### src/rtl/main_control_fsm.sv
// Multicycle CPU main control: Moore FSM driving datapath controls from the current state.
// Latency: outputs decode combinationally from state; illegal_op is registered (one cycle after DECODE).
// Backpressure: none; advances every clock, sampling opcode only in DECODE (latched copy used in MEMADR).
// Optional feature: define ADDI_EN to add ADDIEXEC/ADDIWB states for opcode 001000.
module main_control_fsm (
  input  logic       clk,
  input  logic       rst,
  input  logic [5:0] opcode,
  output logic [1:0] alu_op,
  output logic       alu_src_a,
  output logic [1:0] alu_src_b,
  output logic [1:0] pc_src,
  output logic       pc_write,
  output logic       branch,
  output logic       i_or_d,
  output logic       mem_write,
  output logic       ir_write,
  output logic       reg_write,
  output logic       reg_dst,
  output logic       mem_to_reg,
  output logic       illegal_op,
  output logic [3:0] state
);

  typedef enum logic [3:0] {
    FETCH    = 4'd0,
    DECODE   = 4'd1,
    MEMADR   = 4'd2,
    MEMREAD  = 4'd3,
    MEMWB    = 4'd4,
    MEMWRITE = 4'd5,
    EXECUTE  = 4'd6,
    ALUWB    = 4'd7,
    BRANCH   = 4'd8,
`ifdef ADDI_EN
    ADDIEXEC = 4'd9,
    ADDIWB   = 4'd10,
`endif
    JUMP     = 4'd11
  } state_t;

  localparam logic [5:0] OP_RTYPE = 6'b000000;
  localparam logic [5:0] OP_LW    = 6'b100011;
  localparam logic [5:0] OP_SW    = 6'b101011;
  localparam logic [5:0] OP_BEQ   = 6'b000100;
  localparam logic [5:0] OP_J     = 6'b000010;
`ifdef ADDI_EN
  localparam logic [5:0] OP_ADDI  = 6'b001000;
`endif

  state_t     state_q;
  state_t     state_d;
  logic [5:0] opcode_q;
  logic       dec_illegal;

  assign state = state_q;

  // State register; unused codes never load here because next-state defaults to FETCH.
  always_ff @(posedge clk or posedge rst) begin
    if (rst) begin
      state_q <= FETCH;
    end else begin
      state_q <= state_d;
    end
  end

  // Opcode is captured on leaving DECODE so MEMADR sees the instruction's own opcode.
  always_ff @(posedge clk or posedge rst) begin
    if (rst) begin
      opcode_q   <= 6'd0;
      illegal_op <= 1'b0;
    end else begin
      if (state_q == DECODE) begin
        opcode_q <= opcode;
      end
      illegal_op <= dec_illegal;
    end
  end

  // Next-state logic; only DECODE and MEMADR look at opcode.
  always_comb begin
    state_d     = FETCH;
    dec_illegal = 1'b0;
    case (state_q)
      FETCH:    state_d = DECODE;
      DECODE: begin
        case (opcode)
          OP_RTYPE:      state_d = EXECUTE;
          OP_LW, OP_SW:  state_d = MEMADR;
          OP_BEQ:        state_d = BRANCH;
          OP_J:          state_d = JUMP;
`ifdef ADDI_EN
          OP_ADDI:       state_d = ADDIEXEC;
`endif
          default: begin
            state_d     = FETCH;
            dec_illegal = 1'b1;
          end
        endcase
      end
      MEMADR:   state_d = (opcode_q == OP_LW) ? MEMREAD : MEMWRITE;
      MEMREAD:  state_d = MEMWB;
      EXECUTE:  state_d = ALUWB;
`ifdef ADDI_EN
      ADDIEXEC: state_d = ADDIWB;
`endif
      default:  state_d = FETCH;
    endcase
  end

  // Moore output decode; anything not named for a state stays 0.
  always_comb begin
    alu_op     = 2'b00;
    alu_src_a  = 1'b0;
    alu_src_b  = 2'b00;
    pc_src     = 2'b00;
    pc_write   = 1'b0;
    branch     = 1'b0;
    i_or_d     = 1'b0;
    mem_write  = 1'b0;
    ir_write   = 1'b0;
    reg_write  = 1'b0;
    reg_dst    = 1'b0;
    mem_to_reg = 1'b0;
    case (state_q)
      FETCH: begin
        ir_write  = 1'b1;
        pc_write  = 1'b1;
        alu_src_b = 2'b01;
      end
      DECODE:   alu_src_b = 2'b11;
      MEMADR: begin
        alu_src_a = 1'b1;
        alu_src_b = 2'b10;
      end
      MEMREAD:  i_or_d = 1'b1;
      MEMWB: begin
        reg_write  = 1'b1;
        mem_to_reg = 1'b1;
      end
      MEMWRITE: begin
        i_or_d    = 1'b1;
        mem_write = 1'b1;
      end
      EXECUTE: begin
        alu_src_a = 1'b1;
        alu_op    = 2'b10;
      end
      ALUWB: begin
        reg_write = 1'b1;
        reg_dst   = 1'b1;
      end
      BRANCH: begin
        alu_src_a = 1'b1;
        alu_op    = 2'b01;
        pc_src    = 2'b01;
        branch    = 1'b1;
      end
`ifdef ADDI_EN
      ADDIEXEC: begin
        alu_src_a = 1'b1;
        alu_src_b = 2'b10;
      end
      ADDIWB:   reg_write = 1'b1;
`endif
      JUMP: begin
        pc_src   = 2'b10;
        pc_write = 1'b1;
      end
      default: ;
    endcase
  end

endmodule

### config.mk
export PLATFORM = sky130hd
export DESIGN_NAME = main_control_fsm
export DESIGN_NICKNAME = d
export VERILOG_FILES = /design/src/rtl/main_control_fsm.sv
export SDC_FILE = /design/constraint.sdc
export NUM_CORES = 1
export LEC_CHECK = 0
export CAP_MARGIN = 5
export CORE_UTILIZATION = 41
export CTS_CLUSTER_SIZE = 25
export DETAILED_ROUTE_END_ITERATION = 10
export PLACE_DENSITY = 0.77
export SLEW_MARGIN = 20
export SYNTH_ARGS = -nofsm -noshare
export SYNTH_HDL_FRONTEND = slang
export SYNTH_SLANG_ARGS = --single-unit
### constraint.sdc
create_clock -name clk -period 1.8 [get_ports clk]
set_clock_uncertainty 0.05 [all_clocks]
set_input_delay 0.36 -clock clk [delete_from_list [all_inputs] [get_ports clk]]
set_output_delay 0.36 -clock clk [all_outputs]
set_load 0.1 [all_outputs]
==> results.txt, run 1 <==
----------------------------------------------------
[Run status]
  Outcome ... aborted with a tool error
  Exit stage ... clock tree synthesis (4_1_cts)
  Tool error ... [ERROR DPL-0038] Utilization greater than 100%, impossible to legalize

[Place]
  Port-buffer cells ... 27
  HPWL after detailed placement ... 1.66 mm
  RD Place Congestion ... 0.823
  Worst Setup Slack post-DPL ... 71.8 ps
  Instance area after placement ... 0.00139 sq mm

[Floorplanning]
  Initial Util ... 0.447
  Die Wd ... 42.8 um
  IO Pins ... 28
  Vertical extent of the die ... 42.8 um
  Row count ... 14

[Logic synthesis]
  Post-synthesis register bit count ... 11
  Number of enable-type register cells in the synthesized netlist ... 0
  Most area-consuming cells after synthesis ... dfrtp_1 40%, mux2_2 9.9%, nor2_1 4.4%
  Average footprint of a synthesized cell ... 9.60 sq um
  Unique cell type count in the Yosys netlist ... 33
  Syn_nets ... 79
  Proportion of synthesized chip area in sequential cells ... 0.404
  Netlist Area Pre-Place ... 682 sq um
  Number of warnings reported in the yosys synthesis log ... 0
  Most common flop cell mapped by yosys ... dfrtp_1
  Cell taking the most area after synthesis ... dfrtp_1
  Share of async-settable or async-resettable flops after synthesis ... 1.00
  Gate Count Post-Synth ... 71
  Top cell type's share of synthesized area ... 0.404

[Clock tree]
  Number of instances resized during post-cts repair ... 12
  Master cell of the clock root buffer ... clkbuf_4
  Quantity of hold-fixing buffers added after cts ... 0
  Number of H-tree levels ... 1
  Post-CTS setup repair buffer count ... 13
  Number of sinks driven by the clock tree ... 11
  Number of buffers on the longest clock path ... 2
  CTS buffer count ... 3

----------------------------------------------------
-- per-stage QoR --
step | utilization | std cells | hold slack, ps | TNS (ps)
2_1_floorplan | - | 71 | 163 | -6290
3_3_place_gp | 0.910 | 118 | 432 | 0
3_5_place_dp | 0.910 | 118 | 445 | 0
-- synth_stat cells, drive strengths merged (2+ instances only) --
library cell / n
mux2: 6
dfrtp: 11
clkbuf: 5
nand3: 2
a21oi: 2
nor2: 8
inv: 3
nand2b: 3
nand2: 3
nor3: 4
buf: 2
-- kinds of logic after synthesis --
| group | count (synthesis) | share of synthesized area |
|---|---|---|
| flops | 11 | 0.404 |
| buf+inv | 10 | 0.0661 |
| mux | 7 | 0.114 |
| compound gates | 11 | 0.121 |
| simple gates | 30 | 0.270 |
| xor+xnor | 2 | 0.0257 |
==> run 2: changes to the inputs <==
--- a/config.mk
+++ b/config.mk
@@ -6,10 +6,10 @@
 export NUM_CORES = 1
 export LEC_CHECK = 0
 export CAP_MARGIN = 5
-export CORE_UTILIZATION = 41
-export CTS_CLUSTER_SIZE = 25
+export CORE_AREA = 2 2 63 65
 export DETAILED_ROUTE_END_ITERATION = 10
-export PLACE_DENSITY = 0.77
+export DIE_AREA = 0 0 65 67
+export PLACE_DENSITY_LB_ADDON = 0.15
 export SLEW_MARGIN = 20
 export SYNTH_ARGS = -nofsm -noshare
 export SYNTH_HDL_FRONTEND = slang
==> results.txt, run 2 <==
----------------------------------------------------
[Detailed routing]
  Detailed-routing iteration count for the pre-antenna-repair pass ... 4
  Vias per cell ... 4.23
  Routed Wire Length ... 1.99 mm
  First DRT Iteration DRCs ... 13
  Routed len/inst ... 11.5 um
  Routed via count ... 731
  Remaining routing DRC violations ... 0
  Remaining number of nets flagged by the antenna check after routing ... 0

[Place]
  Port-buffer cells ... 27 (unchanged)
  Inst Count DP ... 151 (was 118)
  RD Place Congestion ... 0.810 (was 0.823)
  Worst Setup Slack post-DPL ... 94.5 ps (was 71.8 ps)
  Instance area after placement ... 0.00143 sq mm (was 0.00139 sq mm)
  HPWL after detailed placement ... 1.46 mm (was 1.66 mm)

[Worst setup path]
  FF-to-FF path depth ... 5
  Critical path cell sequence ... or3_4 > a21oi_4 > buf_12
  Buffers & Inverters on Critical Path ... 1
  Crit path arrival time ... 1470 ps
  Category of the critical setup timing path ... reg2out
  Delay contributed by the slowest stage of the critical path ... 520 ps
  Critical Path Slowest Stage Cell ... dfrtp_4
  CP Depth ... 3
  Worst endpoint required time ... 1390 ps
  Cell class contributing the biggest share of worst-path delay ... flip-flops
  Kind of end point of the critical path ... output pin
  Crit Path Max Fanout ... 7
  Worst setup SP type ... flip-flop

[Clock tree]
  Number of sinks driven by the clock tree ... 11 (unchanged)
  Quantity of hold-fixing buffers added after cts ... 0 (unchanged)
  Number of buffers on the longest clock path ... 2 (unchanged)
  Master cell of the clock root buffer ... clkbuf_8 (was clkbuf_4)
  TritonCTS clock tree ... done
  Number of H-tree levels ... 1 (unchanged)
  Clk_lat worst skew ... 230 ps
  Clock slew seen by the registers of the worst setup and hold paths ... 50 ps
  CTS buffer count ... 3 (unchanged)

[Floorplanning]
  Initial Util ... 0.189 (was 0.447)
  Row count ... 22 (was 14)
  Total core area ... 0.00361 sq mm
  Vertical extent of the die ... 67 um (was 42.8 um)
  IO Pins ... 28 (unchanged)
  Full die area ... 0.00436 sq mm
  Die Wd ... 65 um (was 42.8 um)

[Logic synthesis]
  Average footprint of a synthesized cell ... 9.60 sq um (unchanged)
  Most area-consuming cells after synthesis ... dfrtp_1 40%, mux2_2 9.9%, nor2_1 4.4% (unchanged)
  Top cell type's share of synthesized area ... 0.404 (unchanged)
  Most common flop cell mapped by yosys ... dfrtp_1 (unchanged)
  Netlist Area Pre-Place ... 682 sq um (unchanged)
  Most repeated cell in the gate-level netlist after synthesis ... dfrtp_1 (unchanged)
  Commonest cells in the netlist ... 11 x dfrtp_1, 8 x nor2_1, 6 x mux2_2 (unchanged)
  Number of warnings reported in the yosys synthesis log ... 0 (unchanged)
  Post-synthesis register bit count ... 11 (unchanged)
  Unique cell type count in the Yosys netlist ... 33 (unchanged)
  Proportion of synthesized chip area in sequential cells ... 0.404 (unchanged)
  Number of enable-type register cells in the synthesized netlist ... 0 (unchanged)
  Gate Count Post-Synth ... 71 (unchanged)
  Syn_nets ... 79 (unchanged)
  Cell taking the most area after synthesis ... dfrtp_1 (unchanged)
  Share of async-settable or async-resettable flops after synthesis ... 1.00 (unchanged)

[STA]
  Endpoints failing hold ... 0
  Max Freq ... 531 MHz
  Fin crit share ... 1.05
  Finish-stage setup viols ... 12
  Tmin final ... 1880 ps
  Worst-Margin Slew ... 418 ps
  RSZ-0062 raised after global routing ... true
  Pins over their slew limit ... 0
  Relative max-transition margin ... 0.721
  Final Worst Setup Slack ... -82.1 ps

[Finish]
  Commonest non-fill, non-tap cell in the layout ... buf_12
  Ratio of cells with drive above 1 in the final layout ... 0.696
  Antenna diode count ... 0
  Final net count ... 134
  Growth of design area from synthesis to finish ... 153%
  Flip-flop count of the largest register after layout ... 6
  Biggest register ... opcode_q
  Final standard cell count with taps included and fillers excluded ... 173
  Commonest cells after routing, fill and taps aside ... 21 x buf_12, 20 x buf_4, 9 x buf_6
  Finished layout cell area ... 0.00173 sq mm

[Global route]
  Maximum number of pins on one net before global-route repair ... 12
  Final global-route overflow total ... 0
  Vias in the first global route ... 716
  GRT Util Overall ... 0.0942
  First-pass GRT wire length ... 3.20 mm
  Number of antenna violations at the first check in global routing ... 0

[Pwr]
  P_leak ... 0.706 nW
  Worst vdd rail ir drop ... 0.538 mV
  Pwr dens ... 1330 mW/mm^2

[Run status]
  Failing checks ... negative setup slack
  Outcome ... complete, but fails checks (was aborted with a tool error)

[Job]
  MaxCap Viol Count ... 0

[Min path]
  Classification of the worst-slack hold path ... in2async

----------------------------------------------------
==> run 2: cell counts after synthesis <==
Identical to the previous run, type by type.
==> run 2: kinds of logic after synthesis <==
logic type,after synthesis,synth area share
simple gates,30,0.270
compound gates,11,0.121
flops,11,0.404
buf+inv,10,0.0661
mux,7,0.114
xor+xnor,2,0.0257
==> run 2: layer usage <==
| metal | global-route usage | vias to the layer above | share of wire |
|---|---|---|---|
| li1 | - | 362 | - |
| met1 | 0.102 | 354 | 0.41 |
| met2 | 0.195 | 15 | 0.56 |
| met3 | 0.0152 | 0 | 0.033 |
| met4 | 0.00798 | 0 | 0 |
| met5 | 0 | - | 0 |
==> run 2: area by class of cell <==
class                           instances  area, sq um
Multi-Input combinational cell         50          574
Sequential cell                        11          290
Clock buffer                            4         45.0
Timing Repair Buffer                   57          742
Fill cell                             322         1880
Inverter                                3         13.8
Tap cell                               48         60.1
==> run 2: where the power goes <==
| part | internal, mW | leakage (nW) | switching [mW] |
|---|---|---|---|
| Clock | 0.155 | 0.0228 | 0.0857 |
| Sequential | 0.354 | 0.129 | 0.0755 |
| Combinational | 0.727 | 0.554 | 0.904 |
==> run 2: stage by stage <==
stage / util / TNS [ps] / power (mW) / hold slack, ps
finish: 0.478 / -412 / 2.30 / 368
global route: 0.478 / -1100 / 2.40 / 427
CTS: 0.451 / -475 / 2.20 / 391
detailed placement: 0.398 / 0 / 1.92 / 446
global placement: 0.398 / 0 / 1.90 / 435
floorplan: - / -6290 / 1.47 / 163
==> run 2: path summary, 6_finish.rpt <==
kind / startpoint / to / slack (ps)
max: state[3] / pc_write / -80
min: rst / illegal_op / 370
max in group asynchronous: rst / state[0] / 1000
min reg2reg: opcode_q[0] / opcode_q[0] / 460
max reg2reg: state[1] / opcode_q[5] / -20
min in group clk: opcode_q[0] / opcode_q[0] / 460
==> run 2: timing repair <==
item	4_1_cts	5_1_grt
setup buffers	15	4
pin swaps	6	6
resized for setup	9	16
setup endpoints to repair	14	20
No activity file was read; power rests on OpenSTA's default activity.
==> run 3: changes to the inputs <==
--- a/config.mk
+++ b/config.mk
@@ -7,8 +7,10 @@
 export LEC_CHECK = 0
 export CAP_MARGIN = 5
 export CORE_AREA = 2 2 63 65
+export CTS_CLUSTER_SIZE = 30
 export DETAILED_ROUTE_END_ITERATION = 10
 export DIE_AREA = 0 0 65 67
+export HOLD_SLACK_MARGIN = 0.06
 export PLACE_DENSITY_LB_ADDON = 0.15
 export SLEW_MARGIN = 20
 export SYNTH_ARGS = -nofsm -noshare
==> results of run 3 <==
Same layout as run 2: the final DEF is identical, and so are final timing and power.
